File: config.mk
export PLATFORM = sky130hd
export DESIGN_NAME = pipe_skid_reg_flat
export DESIGN_NICKNAME = d
export VERILOG_FILES = /design/src/rtl/pipe_skid_reg_if.sv /design/src/rtl/pipe_skid_reg.sv /design/src/flat_wrapper.sv
export SDC_FILE = /design/constraint.sdc
export NUM_CORES = 1
export LEC_CHECK = 0
export BUFFER_PORTS_ARGS = -buffer_cell sky130_fd_sc_hd__buf_2
export CAP_MARGIN = 20
export CORE_UTILIZATION = 45
export CTS_CLUSTER_SIZE = 20
export DETAILED_ROUTE_END_ITERATION = 10
export HOLD_SLACK_MARGIN = 0.12
export PLACE_DENSITY = 0.68
export SLEW_MARGIN = 15
export SYNTH_ARGS = -nofsm -noshare
export SYNTH_HDL_FRONTEND = slang
export SYNTH_SLANG_ARGS = --single-unit
File: constraint.sdc
create_clock -name CLK -period 2.6 [get_ports CLK]
set_clock_uncertainty 0.15 [all_clocks]
set_input_delay 0.39 -clock CLK [delete_from_list [all_inputs] [get_ports CLK]]
set_output_delay 0.39 -clock CLK [all_outputs]
set_load 0.01 [all_outputs]
File: src/rtl/pipe_skid_reg_if.sv
// pipe_skid_reg_if: valid/ready handshake bundle carrying a control field and a payload.
// Ports: valid, ready, ctrl[CTRL_W], data[DATA_W]; master drives valid/ctrl/data, slave drives ready.
interface pipe_skid_reg_if #(
  parameter int CTRL_W = 16,
  parameter int DATA_W = 128
);
  logic              valid;
  logic              ready;
  logic [CTRL_W-1:0] ctrl;
  logic [DATA_W-1:0] data;
  modport master (output valid, output ctrl, output data, input ready);
  modport slave  (input valid, input ctrl, input data, output ready);
endinterface

File: src/rtl/pipe_skid_reg.sv
// pipe_skid_reg: pipeline stage register with a two-entry skid buffer, flush and a saturating stall counter.
// Ports: CLK, RST (sync, active-high), flush; in_if (slave: upstream entries), out_if (master: downstream entries);
// stall_cnt counts cycles where an entry is presented but not taken.
module pipe_skid_reg #(
  parameter int CTRL_W = 16,
  parameter int DATA_W = 128,
  parameter int CNT_W  = 16
) (
  input  logic                  CLK,
  input  logic                  RST,
  input  logic                  flush,
  pipe_skid_reg_if.slave        in_if,
  pipe_skid_reg_if.master       out_if,
  output logic [CNT_W-1:0]      stall_cnt
);
  typedef enum logic [1:0] {EMPTY, ONE, FULL} state_t;
  state_t            state_q, state_d;
  logic [CTRL_W-1:0] main_ctrl_q, main_ctrl_d, skid_ctrl_q, skid_ctrl_d;
  logic [DATA_W-1:0] main_data_q, main_data_d, skid_data_q, skid_data_d;
  logic [CNT_W-1:0]  cnt_q, cnt_d;
  logic              accept, drain;
  assign in_if.ready  = state_q != FULL;
  assign out_if.valid = state_q != EMPTY;
  // main is zeroed on every transition into EMPTY, so it already reads as a bubble
  assign out_if.ctrl  = main_ctrl_q;
  assign out_if.data  = main_data_q;
  assign stall_cnt    = cnt_q;
  assign accept       = in_if.valid & in_if.ready;
  assign drain        = out_if.valid & out_if.ready;
  always_comb begin
    state_d     = state_q;
    main_ctrl_d = main_ctrl_q;
    main_data_d = main_data_q;
    skid_ctrl_d = skid_ctrl_q;
    skid_data_d = skid_data_q;
    case (state_q)
      EMPTY: if (accept) begin
        state_d     = ONE;
        main_ctrl_d = in_if.ctrl;
        main_data_d = in_if.data;
      end
      ONE: if (accept && drain) begin
        main_ctrl_d = in_if.ctrl;
        main_data_d = in_if.data;
      end else if (drain) begin
        state_d     = EMPTY;
        main_ctrl_d = '0;
        main_data_d = '0;
      end else if (accept) begin
        state_d     = FULL;
        skid_ctrl_d = in_if.ctrl;
        skid_data_d = in_if.data;
      end
      FULL: if (drain) begin
        state_d     = ONE;
        main_ctrl_d = skid_ctrl_q;
        main_data_d = skid_data_q;
        skid_ctrl_d = '0;
        skid_data_d = '0;
      end
      default: state_d = EMPTY;
    endcase
    if (flush) begin
      state_d     = EMPTY;
      main_ctrl_d = '0;
      main_data_d = '0;
      skid_ctrl_d = '0;
      skid_data_d = '0;
    end
    cnt_d = (out_if.valid && !out_if.ready && cnt_q != '1) ? cnt_q + 1'b1 : cnt_q;
  end
  always_ff @(posedge CLK) begin
    if (RST) begin
      state_q     <= EMPTY;
      main_ctrl_q <= '0;
      main_data_q <= '0;
      skid_ctrl_q <= '0;
      skid_data_q <= '0;
      cnt_q       <= '0;
    end else begin
      state_q     <= state_d;
      main_ctrl_q <= main_ctrl_d;
      main_data_q <= main_data_d;
      skid_ctrl_q <= skid_ctrl_d;
      skid_data_q <= skid_data_d;
      cnt_q       <= cnt_d;
    end
  end
endmodule

File: src/flat_wrapper.sv
// flat-port wrapper written by rule: the top's interface ports become plain ports
module pipe_skid_reg_flat 
#(
  parameter int CTRL_W = 16,
  parameter int DATA_W = 128,
  parameter int CNT_W  = 16
)
  (CLK, RST, flush, stall_cnt, in_if_valid, in_if_ctrl, in_if_data, in_if_ready, out_if_valid, out_if_ctrl, out_if_data, out_if_ready);
  pipe_skid_reg_if #(.CTRL_W(CTRL_W), .DATA_W(DATA_W)) in_if_i ();
  pipe_skid_reg_if #(.CTRL_W(CTRL_W), .DATA_W(DATA_W)) out_if_i ();
  input  logic CLK;
  input  logic RST;
  input  logic flush;
  output logic [CNT_W-1:0] stall_cnt;
  input wire logic [$bits(in_if_i.valid)-1:0] in_if_valid;
  input wire logic [$bits(in_if_i.ctrl)-1:0] in_if_ctrl;
  input wire logic [$bits(in_if_i.data)-1:0] in_if_data;
  output wire logic [$bits(in_if_i.ready)-1:0] in_if_ready;
  output wire logic [$bits(out_if_i.valid)-1:0] out_if_valid;
  output wire logic [$bits(out_if_i.ctrl)-1:0] out_if_ctrl;
  output wire logic [$bits(out_if_i.data)-1:0] out_if_data;
  input wire logic [$bits(out_if_i.ready)-1:0] out_if_ready;
  assign in_if_i.valid = in_if_valid;
  assign in_if_i.ctrl = in_if_ctrl;
  assign in_if_i.data = in_if_data;
  assign in_if_ready = in_if_i.ready;
  assign out_if_valid = out_if_i.valid;
  assign out_if_ctrl = out_if_i.ctrl;
  assign out_if_data = out_if_i.data;
  assign out_if_i.ready = out_if_ready;
  pipe_skid_reg #(.CTRL_W(CTRL_W), .DATA_W(DATA_W), .CNT_W(CNT_W)) u_core (.CLK(CLK), .RST(RST), .flush(flush), .in_if(in_if_i), .out_if(out_if_i), .stall_cnt(stall_cnt));
endmodule
==> results.py <==
metrics = {
    "logic_synthesis": {
        "async_reset_ff_share_pct": 0,
        "synth_top_cell_area_share_pct": 42.86,
        "yosysSeqAreaShare_pct": 42.86,
        "synth_ff_type": "dfxtp_1",
        "yosysWarnings": 0,
        "syn-num-nets": 1805,
        "yosysTopAreaCell": "dfxtp_1",
        "synthTopCellsByArea": "dfxtp_1 (43%), a21oi_1 (10%), nand4_1 (6.5%)",
        "ys_types": 52,
        "syn_area_um2": 14290,
        "ys_ff_latch": 306,
        "synthCells": 1651,
        "synth-edff-count": 0,
        "synth.avg_cell_area_um2": 8.656,
    },
    "place": {
        "place_hpwl_mm": 26.69,
        "port_buffers": 310,
        "gp_congestion": 0.8578,
        "placed_cell_area_um2": 16040,
        "dpl_worst_slack_ns": 0.09950,
        "dpl.cell_count": 2175,
    },
    "worst_setup_path": {
        "max_stage_delay_ns": 0.53,
        "worstPathRequired_ns": 2.81,
        "crit_path_top_delay_cell": "a2111oi_0",
        "crit_chain": "inv_1 -> ha_4 -> nor2b_2 -> o31a_2 -> buf_12 -> a2111oi_0 -> nor3_1",
        "crit_path_end_kind": "flop",
        "reg2regPathDepth": 7,
        "r2r_end": "u_core.out_if.ctrl[3]$_SDFFE_PP0P_",
        "reg2reg_slack_ns": 0.08,
        "critPathLaunchType": "flop",
        "path_buf_inv": 2,
        "rr_startpoint": "u_core.state_q[0]$_SDFFE_PP0P_",
        "worstSetupPathType": "flop to flop",
        "path_max_fanout": 69,
        "critPathTopFamily": "compound AO/OA/AOI/OAI gates",
        "worst_ep_arrival_time_ns": 2.73,
    },
    "sta": {
        "relSlewSlack_pct": 64.84,
        "slew_violations": 0,
        "finalWorstSetupSlack_ns": 0.07933,
        "setup_violations": 0,
        "max_freq_mhz": 396.7,
        "finalCritPeriodShare_pct": 96.95,
        "rsz0062_at_grt": "no",
        "min_period_ns": 2.521,
        "fin_setup_tns_ns": 0,
        "finalHoldViolCount": 0,
        "tightest_slew_ns": 0.5141,
    },
    "global_routing": {
        "grt_pass1_wl_mm": 77.25,
        "grt_pass1_vias": 14180,
        "antenna_found_initial": 2,
        "grt_max_degree": 111,
        "grt_usage_pct": 28.45,
        "gr-total-overflow": 0,
    },
    "floorplanning": {
        "rows": 64,
        "io_pins": 311,
        "die_area_um2": 32480,
        "die_w_um": 180.2,
        "die_h_um": 180.2,
        "start_util_pct": 46.24,
        "core_um2": 30910,
    },
    "clock_tree": {
        "cts_buffer_depth": 3,
        "cts_sinks": 306,
        "cts_tree": "yes",
        "clk_latency_ns": 0.50,
        "htreeDepth": 2,
        "cts_root_buf": "clkbuf_16",
        "cts.clk_slew.worst_paths_ns": 0.06,
        "numCtsBuffers": 36,
    },
    "routing": {
        "drt_iter0_drc": 1602,
        "vias_per_cell": 6.401,
        "ant_nets": 0,
        "drt-total-wl_mm": 48.75,
        "num_vias": 15220,
        "remaining_drc_errors": 0,
        "wire_per_inst_um": 20.50,
        "first_pass_iters": 5,
    },
    "layout": {
        "num-fill-cells": 2633,
        "seq_area_um2": 6126,
        "stdcell_count": 2378,
        "area_delta_synth_final_pct": 29.97,
        "drive_above_1_share_pct": 24.24,
        "multi_input_area_um2": 7162,
        "finalInstanceArea_um2": 18570,
        "nets": 2115,
    },
    "worst_hold_path": {
        "hp-start": "RST",
        "whs_path_depth": 4,
        "min_path_type": "input pin to flop",
        "whs_endpoint": "u_core.state_q[0]$_SDFFE_PP0P_",
    },
    "pwr": {
        "powerDensity_nw_per_um2": 637.3,
        "cellLeakagePower_nw": 7.405,
        "total_power_mw": 11.84,
        "ir_drop_uv": 363.6,
    },
    "flow_run": {
        "drv_cap": 0,
    },
    "run_status": {
        "outcome": "finished, final reports clean",
    },
}
==> cells by family (layout without fill, tap and decap cells) <==
| group | Yosys count | in the layout | share of synthesized area, % |
|---|---|---|---|
| buf+inv | 234 | 563 | 7.433 |
| compound gates | 612 | 612 | 28.66 |
| mux | 4 | 4 | 0.2977 |
| other cells | 0 | 2 | 0 |
| fa+ha+maj | 5 | 5 | 0.4378 |
| simple gates | 490 | 490 | 20.31 |
| flops | 306 | 306 | 42.86 |
==> power by group <==
| group | leakage [nW] | switching (mW) | internal, mW | total (mW) |
|---|---|---|---|---|
| registers | 2.49 | 0.121 | 4.90 | 5.02 |
| logic | 4.38 | 1.23 | 0.884 | 2.11 |
| clock network | 0.533 | 1.89 | 2.82 | 4.71 |
==> timing repair <==
| action | 4_1_cts | 5_1_grt |
|---|---|---|
| hold buffers | 145 | 0 |
| endpoints found under the hold margin | 255 | 0 |
| setup endpoints to repair | 0 | 3 |
| resized for setup | 0 | 2 |
| buffers inserted | 0 | 0 |
==> area by class of cell <==
cell class	count	share of cell area [%]
clock buffers	55	5.780
well taps	396	2.668
diodes	2	0.02695
inverters	8	0.1886
multi-input cells	1111	38.56
flip-flops and latches	306	32.98
clock inverters	2	0.07410
repair buffers	498	19.72
==> worst min-delay path, delay by kind of cell <==
kind            cells  cell delay (ns)
compound gates      1             0.09
simple gates        2             0.14
buf+inv             1             0.14
==> per-stage QoR <==
stage	hold WS, ns	util, %
floorplan	0.2948	-
global placement	0.3016	51.88
detailed placement	0.3094	51.88
CTS	0.1279	60.09
global route	0.1463	60.09
finish	0.1554	60.09
==> registers in the layout, summed over array words and instances (netlist names) <==
register,cells
u_core.out_if.data,128
u_core.skid_data_q,128
u_core.out_if.ctrl,16
u_core.skid_ctrl_q,16
u_core.stall_cnt,16
u_core.state_q,2
==> cell usage in the layout (no fill, tap or decap), types with 3 or more instances in the layout <==
master         count
a2111oi_0         82
nand3_1            6
buf_12            27
clkbuf_1          10
nor2_1             7
o21ai_4            3
nand2b_1           4
dfxtp_1          306
ha_4               3
a2111oi_2         58
o31ai_1            6
nand2_1            6
clkbuf_8           8
or3_1              4
clkbuf_16         37
or4_1              7
buf_4             16
a21oi_1          298
dlygate4sd3_1    145
nand4_1          148
inv_1              6
nor3_1           147
buf_2            310
and3_1           145
o21ai_0          149
==> Yosys cell counts, drive strengths merged (2+ instances only) <==
| cell type | number |
|---|---|
| nor4 | 4 |
| o21ai | 152 |
| o211ai | 2 |
| nand4 | 149 |
| nor3 | 147 |
| nor2 | 7 |
| a21oi | 298 |
| or4 | 7 |
| a31oi | 2 |
| or3 | 4 |
| and3 | 145 |
| a211oi | 2 |
| mux2i | 2 |
| nand3 | 6 |
| a2111oi | 144 |
| nand2b | 4 |
| ha | 5 |
| or2 | 2 |
| o31ai | 7 |
| clkbuf | 167 |
| nand2 | 6 |
| mux2 | 2 |
| dfxtp | 306 |
| nor2b | 4 |
| buf | 59 |
| inv | 8 |
==> how the worst max path moves through the flow <==
| stage | from | endpoint | slack, ns | cells past startpoint |
|---|---|---|---|---|
| after CTS | u_core.state_q[0]$_SDFFE_PP0P_ | in_if_ready | 0.002 | 6 |
| final | u_core.state_q[0]$_SDFFE_PP0P_ | u_core.out_if.ctrl[3]$_SDFFE_PP0P_ | 0.08 | 7 |
| after detailed placement | u_core.state_q[0]$_SDFFE_PP0P_ | u_core.out_if.data[56]$_SDFFE_PP0P_ | 0.1 | 7 |
| after global routing | u_core.state_q[0]$_SDFFE_PP0P_ | u_core.out_if.ctrl[7]$_SDFFE_PP0P_ | 0.03 | 7 |
| after global placement | u_core.state_q[0]$_SDFFE_PP0P_ | u_core.out_if.data[56]$_SDFFE_PP0P_ | 0.18 | 7 |
| after floorplan | u_core.state_q[0]$_SDFFE_PP0P_ | u_core.stall_cnt[10]$_SDFFE_PP0P_ | 0.43 | 7 |
==> metal layers <==
metal  track usage [%]  up-vias  wire length [µm]
met5                 0        -                 0
met4             12.24        0              1926
met3             4.588      127              3725
met2             44.45      795             22380
met1             38.77     7312             20720
li1                  -     6988                 -
(Power assumes the default switching activity.)
